### src/rtl/serial_fs_nand_pkg.sv
// ============================================================================
// Module      : serial_fs_nand_pkg
// Description : Shared state encodings for the bit-serial NAND subtractor.
// Revision    : 1.0  initial release
// ============================================================================
`default_nettype none

package serial_fs_nand_pkg;

  localparam logic [1:0] S_IDLE   = 2'd0;
  localparam logic [1:0] S_RUN    = 2'd1;
  localparam logic [1:0] S_DONE   = 2'd2;
  localparam logic [1:0] S_UNUSED = 2'd3;

endpackage

`default_nettype wire

### src/rtl/serial_fs_nand_cell.sv
// ============================================================================
// Module      : fs_nand_cell
// Description : Full-subtractor cell (d = x^y^z, bn = borrow) from 2-input NANDs.
// Revision    : 1.0  initial release
// ============================================================================
`default_nettype none

module fs_nand_cell (
  input  logic x,
  input  logic y,
  input  logic z,
  output logic d,
  output logic bn
);

  logic w_n1, w_n2, w_n3, w_p;
  logic w_m1, w_m2, w_m3;

  // First XOR stage: w_p = x ^ y; w_n3 = ~(~x & y) is reused for the borrow.
  nand g_n1 (w_n1, x, y);
  nand g_n2 (w_n2, x, w_n1);
  nand g_n3 (w_n3, y, w_n1);
  nand g_p  (w_p,  w_n2, w_n3);

  // Second XOR stage: d = w_p ^ z; w_m3 = ~(~w_p & z).
  nand g_m1 (w_m1, w_p, z);
  nand g_m2 (w_m2, w_p, w_m1);
  nand g_m3 (w_m3, z, w_m1);
  nand g_d  (d,    w_m2, w_m3);

  nand g_bn (bn,   w_n3, w_m3);

endmodule

`default_nettype wire

### src/rtl/serial_fs_nand.sv
// ============================================================================
// Module      : serial_fs_nand
// Description : Bit-serial N-bit subtractor (a - b - bin), LSB first, with
//               start/busy/done handshake.
// Revision    : 1.0  initial release
// ============================================================================
`default_nettype none

module serial_fs_nand
  import serial_fs_nand_pkg::*;
#(
  parameter int N = 8
) (
  input  logic         clk,
  input  logic         rst_n,
  input  logic         start,
  input  logic [N-1:0] a,
  input  logic [N-1:0] b,
  input  logic         bin,
  output logic         busy,
  output logic         done,
  output logic [N-1:0] diff,
  output logic         bout
);

  localparam int CNT_W = (N > 1) ? $clog2(N) : 1;

  logic [1:0]       state_q, state_d;
  logic [CNT_W-1:0] cnt_q, cnt_d;
  logic [N-1:0]     a_sr_q, a_sr_d;
  logic [N-1:0]     b_sr_q, b_sr_d;
  logic [N-1:0]     r_sr_q, r_sr_d;
  logic             br_q, br_d;
  logic [N-1:0]     diff_q, diff_d;
  logic             bout_q, bout_d;
  logic             done_q, done_d;
  logic             busy_q, busy_d;
  logic             w_d, w_bn;

  fs_nand_cell u_cell (
    .x  (a_sr_q[0]),
    .y  (b_sr_q[0]),
    .z  (br_q),
    .d  (w_d),
    .bn (w_bn)
  );

  always_comb begin
    state_d = state_q;
    cnt_d   = cnt_q;
    a_sr_d  = a_sr_q;
    b_sr_d  = b_sr_q;
    r_sr_d  = r_sr_q;
    br_d    = br_q;
    diff_d  = diff_q;
    bout_d  = bout_q;
    done_d  = 1'b0;

    case (state_q)
      S_IDLE: begin
        if (start) begin
          state_d = S_RUN;
          a_sr_d  = a;
          b_sr_d  = b;
          br_d    = bin;
          cnt_d   = '0;
        end
      end
      S_RUN: begin
        // Result enters at the MSB so that after N shifts bit 0 sits at r_sr[0].
        r_sr_d = {w_d, r_sr_q[N-1:1]};
        a_sr_d = {1'b0, a_sr_q[N-1:1]};
        b_sr_d = {1'b0, b_sr_q[N-1:1]};
        br_d   = w_bn;
        cnt_d  = cnt_q + 1'b1;
        if (cnt_q == CNT_W'(N - 1)) begin
          state_d = S_DONE;
        end
      end
      S_DONE: begin
        diff_d  = r_sr_q;
        bout_d  = br_q;
        done_d  = 1'b1;
        state_d = S_IDLE;
      end
      default: begin
        state_d = S_IDLE;
      end
    endcase

    busy_d = (state_d == S_RUN) || (state_d == S_DONE);
  end

  always_ff @(posedge clk) begin
    if (!rst_n) begin
      state_q <= S_IDLE;
      cnt_q   <= '0;
      a_sr_q  <= '0;
      b_sr_q  <= '0;
      r_sr_q  <= '0;
      br_q    <= 1'b0;
      diff_q  <= '0;
      bout_q  <= 1'b0;
      done_q  <= 1'b0;
      busy_q  <= 1'b0;
    end else begin
      state_q <= state_d;
      cnt_q   <= cnt_d;
      a_sr_q  <= a_sr_d;
      b_sr_q  <= b_sr_d;
      r_sr_q  <= r_sr_d;
      br_q    <= br_d;
      diff_q  <= diff_d;
      bout_q  <= bout_d;
      done_q  <= done_d;
      busy_q  <= busy_d;
    end
  end

  assign busy = busy_q;
  assign done = done_q;
  assign diff = diff_q;
  assign bout = bout_q;

endmodule

`default_nettype wire
### config.mk
export PLATFORM = sky130hd
export DESIGN_NAME = serial_fs_nand
export DESIGN_NICKNAME = d
export VERILOG_FILES = /design/src/rtl/serial_fs_nand_pkg.sv /design/src/rtl/serial_fs_nand_cell.sv /design/src/rtl/serial_fs_nand.sv
export SDC_FILE = /design/constraint.sdc
export NUM_CORES = 1
export LEC_CHECK = 0
export ABC_AREA = 1
export CORE_MARGIN = 5
export CORE_UTILIZATION = 35
export DETAILED_ROUTE_END_ITERATION = 8
export PLACE_DENSITY = 0.59
export SYNTH_ARGS = -nofsm -noshare
export SYNTH_HDL_FRONTEND = slang
export SYNTH_SLANG_ARGS = --single-unit
### constraint.sdc
create_clock -name clk -period 3.4 [get_ports clk]
set_input_delay 0.68 -clock clk [delete_from_list [all_inputs] [get_ports clk]]
set_output_delay 0.68 -clock clk [all_outputs]
set_load 0.005 [all_outputs]
==> summary.txt, run 1 <==
Layout
  – Share of layout cells above drive strength 1: 0.0408
  – Antenna Cells: 0
  – Area grow syn2layout: 24.3%
  – Final nets: 316
  – Post-route cell area: 2220 um2
  – Final design utilization: 0.440

Synth
  – Synth Cell Area: 1790 um2
  – Yosys warns: 0
  – Ys async rst share: 0
  – Register area share after synthesis: 0.460
  – Syn avg cell area: 6.74 um2
  – Main synth FF type: dfxtp_1
  – #FFs+latches synth: 41
  – Post-synth EDFFs: 0
  – Mapped Cells: 265
  – Synth cell types: 16
  – Synth Net Count: 288

Worst setup path
  – Delay-heaviest family, CP: buffers and inverters
  – Crit-path max FO: 2
  – Slowest CP cell: clkdlybuf4s50_1
  – Reg2Reg Launch Point: state_q[1]$_SDFF_PN0_
  – Kind of critical path: register to output port
  – Critical Path Start Type: register
  – CP max stage delay: 510 ps
  – Crit. End Element: output port
  – Cell breakdown of the critical path: clkdlybuf4s50_1
  – CP required: 2720 ps
  – Crit path buf inv count: 1
  – Critical Path AT: 1130 ps
  – Setup crit start: diff[4]$_SDFFE_PN0P_

STA
  – Slew Limit Fails: 0
  – Final setup vio count: 0
  – Post-route minimum period: 1810 ps
  – Relative slew margins: 0.639
  – Clock Skew: 6.38 ps
  – Final Hold Viols: 0
  – Slew @ Worst Pin: 540 ps
  – Setup TNS: 0 ps
  – Max frequency: 551 MHz
  – Final period util: 0.534
  – Hold_ws: 469 ps
  – RSZ-0062 raised after global routing: false

Clock tree
  – # H-tree levels: 2
  – Worst-Skew Late Latency: 290 ps
  – CTS tree: built
  – CTS root buffer: clkbuf_8
  – Clock-pin slew on the worst setup and hold paths: 80 ps
  – Clock tree buffer depth: 2
  – Num CTS Buffers: 5
  – Hold Buf Count CTS: 0
  – Cells resized by post-CTS repair: 0
  – Setup bufs post-CTS: 0
  – Sinks on Clock Net: 41

Place
  – I/O Buffers: 30
  – DP HPWL: 2370 um
  – DP Area: 2100 um2
  – Global placement routability congestion: 0.723

Pwr
  – Gate power share: 0.121
  – Share of total power in the clock network: 0.384
  – PwrDens: 473 nW/um2
  – P_int: 802 uW
  – Reg power frac: 0.496
  – Leak: 0.00104 uW
  – Total Power: 1050 uW
  – Switching power: 248 uW
  – Net Sw Frac: 0.236
  – Worst IR Drop VDD: 0.183 mV

Global route
  – Vias in the first global route: 1399
  – Grt ovf: 0
  – Largest net degree at the start of global routing: 39
  – First-pass GRT wire length: 6310 um
  – GRT Util Overall: 0.121
  – Antenna violations before repair: 0

Route
  – DRT iter0 DRCs: 88
  – DRC: 0
  – Routed WL: 3550 um
  – Post-DRT Antenna Nets: 0
  – First-pass DRT Iterations: 4
  – Post-DR vias/cell: 4.23
  – Routed len/inst: 9.76 um
  – DR vias: 1540

Floorplan
  – CORE AREA: 5040 um2
  – Die Area: 6630 um2
  – Die H: 81.4 um
  – Chip Width: 81.4 um
  – Initial Util: 0.354
  – Ports: 31
  – # rows: 26

Min path
  – Hold path startpoint: b_sr_q[7]$_SDFFE_PN0P_
  – Worst hold path class: register to register

Outcome
  – Status: complete, no violations

Job
  – Maxcap violations: 0
-- cell type report --
class | instances | area [um2]
repair buffers | 33 | 323
flip-flops and latches | 41 | 821
well taps | 70 | 87.6
fillers | 547 | 2820
inverters | 25 | 93.8
clock inverters | 1 | 30.0
clock buffers | 7 | 86.3
multi-input cells | 187 | 778
-- metrics by stage --
stage,setup WS [ps],cells
3_5_place_dp,1320,356
3_3_place_gp,1350,356
2_1_floorplan,2110,265
5_1_grt,1460,364
4_1_cts,1570,364
6_report,1590,364
-- per-layer routing --
metal / global-route usage / wire [um]
met3: 0.0384 / 148
met5: 0 / 0
met4: 0.0405 / 56
met1: 0.151 / 1790
met2: 0.196 / 1560
-- registers in the layout, indices dropped and copies added (netlist names) --
register and cells:
bout 1, b_sr_q 8, diff 8, busy 1, done 1, state_q 2
r_sr_q 8, br_q 1, cnt_q 3, a_sr_q 8
-- synth_stat cells, types with 2 or more instances --
| cell | count | area (um2) |
|---|---|---|
| a21oi_1 | 5 | 25.0 |
| buf_2 | 2 | 10.0 |
| buf_4 | 2 | 15.0 |
| buf_6 | 5 | 56.3 |
| clkbuf_1 | 3 | 11.3 |
| dfxtp_1 | 41 | 821 |
| ha_1 | 2 | 25.0 |
| inv_1 | 24 | 90.1 |
| nand2_1 | 72 | 270 |
| nand3_1 | 3 | 15.0 |
| nor2_1 | 84 | 315 |
| o21ai_0 | 18 | 90.1 |
-- path summary, 6_finish.rpt --
| path | depth (start not counted) | to | slack (ps) |
|---|---|---|---|
| max | 1 | diff[4] | 1590 |
| min | 2 | b_sr_q[7]$_SDFFE_PN0P_ | 470 |
| max reg2reg | 7 | b_sr_q[6]$_SDFFE_PN0P_ | 1680 |
| min reg2reg | 2 | b_sr_q[7]$_SDFFE_PN0P_ | 470 |
-- cells in the final DEF (no fill, tap or decap) --
| cell | synthesis | routed |
|---|---|---|
| nor2_1 | 84 | 84 |
| nand2_1 | 72 | 72 |
| dfxtp_1 | 41 | 41 |
| clkdlybuf4s50_1 | 0 | 30 |
| inv_1 | 24 | 24 |
| o21ai_0 | 18 | 17 |
| clkbuf_8 | 0 | 6 |
| a21oi_1 | 5 | 5 |
| nand3_1 | 3 | 3 |
| buf_4 | 2 | 3 |
| ha_1 | 2 | 2 |
| o21ai_1 | 0 | 1 |
| nor2_4 | 1 | 1 |
| clkinv_1 | 1 | 1 |
| nor2_2 | 1 | 1 |
| fa_1 | 1 | 1 |
| clkbuf_1 | 3 | 1 |
| bufinv_16 | 0 | 1 |
-- cells by family after synthesis --
kind of cell	after synthesis	synth area share
AOI/OAI and AO/OA	23	0.0645
adders and majority gates	3	0.0252
buffers and inverters	37	0.104
DFF	41	0.460
and+or+nand+nor	161	0.346
-- power groups by stage --
stage                     logic (uW)  clock network, uW  registers [uW]
after floorplan                 96.0                  0             529
after global placement           128                  0             531
after detailed placement         129                  0             532
after CTS                        129                414             521
after global routing             148                436             524
final                            127                403             520
Power figures use the tool's default switching activity.
==> run 2: changes to the inputs <==
- PLACE_DENSITY: 0.59 -> 0.61
- clock period: 3.4 -> 1.5 ns (I/O delays scaled with it)
==> run 2 against run 1 <==
Compared with the run above:
- worst setup slack worse by 1500 ps
- critical path type unchanged
- clock power up 93%
- hold slack worse by 7.0 ps
- largest power group unchanged
- via count down 0.19%
- cell area up 2.7%
==> summary.txt, run 2 (synthesized netlist as in run 1, its figures left out) <==
Route
  – DRT iter0 DRCs: 77 (-13%)
  – First-pass DRT Iterations: 4 (unchanged)
  – Routed WL: 3420 um (-3.8%)
  – Post-DRT Antenna Nets: 0 (unchanged)
  – Routed len/inst: 9.26 um (-5.1%)
  – DR vias: 1537 (-0.19%)
  – DRC: 0 (unchanged)
  – Post-DR vias/cell: 4.17 (-1.5%)

Floorplan
  – # rows: 26 (unchanged)
  – Die H: 81.4 um (unchanged)
  – Ports: 31 (unchanged)
  – Die Area: 6630 um2 (unchanged)
  – Initial Util: 0.354 (unchanged)
  – Chip Width: 81.4 um (unchanged)
  – CORE AREA: 5040 um2 (unchanged)

Layout
  – Multi-input gate area: 778 um2 (unchanged)
  – Commonest non-fill, non-tap cell in the layout: nor2_1
  – Final Non-Filler Cells: 369 (+1.4%)
  – Register area: 821 um2 (unchanged)
  – Area grow syn2layout: 27.7%
  – Share of layout cells above drive strength 1: 0.0602 (+0.0194)
  – Fillers: 531 (-2.9%)
  – Antenna Cells: 0 (unchanged)
  – Post-route cell area: 2280 um2 (+2.7%)
  – Final nets: 321 (+1.6%)
  – Commonest cells after routing, fill and taps aside: nor2_1, nand2_1, dfxtp_1, clkdlybuf4s50_1, inv_1

STA
  – Clock Skew: 3.92 ps (-2.46 ps)
  – Setup TNS: 0 ps (unchanged)
  – Slew @ Worst Pin: 262 ps (-277 ps)
  – RSZ-0062 raised after global routing: false
  – Relative slew margins: 0.825 (+0.186)
  – Setup ws final: 75.6 ps (-1510 ps)
  – Max frequency: 702 MHz
  – Post-route minimum period: 1420 ps
  – Final Hold Viols: 0 (unchanged)
  – Final period util: 0.950
  – Slew Limit Fails: 0 (unchanged)
  – Final setup vio count: 0 (unchanged)

Worst setup path
  – Delay-heaviest family, CP: buffers and inverters
  – CP max stage delay: 500 ps (about the same)
  – Cell breakdown of the critical path: clkdlybuf4s50_1
  – Critical Path Start Type: register
  – Slowest CP cell: clkdlybuf4s50_1
  – Crit-path max FO: 2 (unchanged)
  – Crit. End Element: output port
  – Kind of critical path: register to output port
  – Crit path buf inv count: 1 (unchanged)
  – CP required: 1200 ps (-1520 ps)
  – Critical Path AT: 1120 ps (about the same)

Place
  – Global placement routability congestion: 0.718 (-0.73%)
  – Placed cells: 361 (+1.4%)
  – Pre-CTS setup slack: 51.2 ps (-1270 ps)
  – DP HPWL: 2340 um (-1.3%)
  – DP Area: 2180 um2 (+3.6%)
  – I/O Buffers: 30 (unchanged)

Clock tree
  – Clock-pin slew on the worst setup and hold paths: 80 ps (about the same)
  – Num CTS Buffers: 5 (unchanged)
  – # H-tree levels: 2 (unchanged)
  – Hold Buf Count CTS: 0 (unchanged)
  – Worst-Skew Late Latency: 290 ps (about the same)
  – Setup bufs post-CTS: 0 (unchanged)
  – Cells resized by post-CTS repair: 0 (unchanged)
  – Sinks on Clock Net: 41 (unchanged)
  – CTS tree: built
  – CTS root buffer: clkbuf_8
  – Clock tree buffer depth: 2 (unchanged)

Global route
  – Vias in the first global route: 1339 (-4.3%)
  – First-pass GRT wire length: 5930 um (-5.9%)
  – GRT Util Overall: 0.115 (-0.00608)
  – Met1 Use GR: 0.145 (-0.00638)
  – Busiest layer in global routing: met2
  – Antenna violations before repair: 0 (unchanged)
  – GR met3 Demand/Resource: 0.0428 (+0.00439)
  – Largest net degree at the start of global routing: 36 (-7.7%)
  – GRT met2 Usage: 0.174 (-0.0220)
  – Grt ovf: 0 (unchanged)

Pwr
  – Total Power: 2270 uW (+120%)
  – Net Sw Frac: 0.246 (+0.0100)
  – Leak: 0.00108 uW (+3.4%)
  – Share of total power in the clock network: 0.343 (-0.041)
  – P_int: 1710 uW (+110%)
  – Gate power share: 0.139 (+0.018)
  – PwrDens: 998 nW/um2 (+110%)
  – Switching power: 560 uW (+130%)
  – Worst IR Drop VDD: 0.492 mV (+170%)
  – Reg power frac: 0.519 (+0.023)

Job
  – Maxcap violations: 0 (unchanged)

Min path
  – Worst hold path class: register to register

Outcome
  – Status: complete, no violations
## run 2: cell types whose count changed in the layout (fill, tap and decap cells not counted), sizes merged
| cell | before | now |
|---|---|---|
| buf | 3 | 8 |
| clkinv | 1 | 2 |
| bufinv | 1 | 0 |
## run 2: path summary, 6_finish.rpt
check	start	end	slack (ps)	depth (start not counted)
max reg2reg	state_q[1]$_SDFF_PN0_	b_sr_q[4]$_SDFFE_PN0P_	250	7
min	a_sr_q[7]$_SDFFE_PN0P_	a_sr_q[7]$_SDFFE_PN0P_	460	2
max	bout$_SDFFE_PN0P_	bout	80	1
min reg2reg	a_sr_q[7]$_SDFFE_PN0P_	a_sr_q[7]$_SDFFE_PN0P_	460	2
## run 2: worst reg2reg max path, stage by stage (launching register included)
cell     delay (ps)
dfxtp_1         330
inv_1           160
nand2_1         160
nand2_1         140
buf_12          150
nand2_1          50
nor2_1          100
nor2_1           50
## run 2: layer usage
metal,share of wire,wire [um]
met1,0.50,1720
met2,0.45,1540
met3,0.035,118
met4,0.014,47
met5,0,0
## run 2: final cells by class
type	count	share of cell area
Sequential cell	41	0.360
Clock inverter	1	0.00220
Multi-Input combinational cell	187	0.341
Clock buffer	7	0.0423
Tap cell	70	0.0384
Timing Repair Buffer	38	0.175
Inverter	25	0.0412
## run 2: per-stage QoR
step	utilization	hold slack, ps
floorplan	-	440
global placement	0.432	452
detailed placement	0.432	458
CTS	0.452	469
global route	0.452	488
finish	0.452	462
## run 2: power by group through the flow
stage	Combinational, uW	Sequential [uW]	Clock (uW)
after floorplan	218	1200	0
after global placement	316	1200	0
after detailed placement	320	1210	0
after CTS	321	1180	809
after global routing	371	1190	854
final	315	1180	779
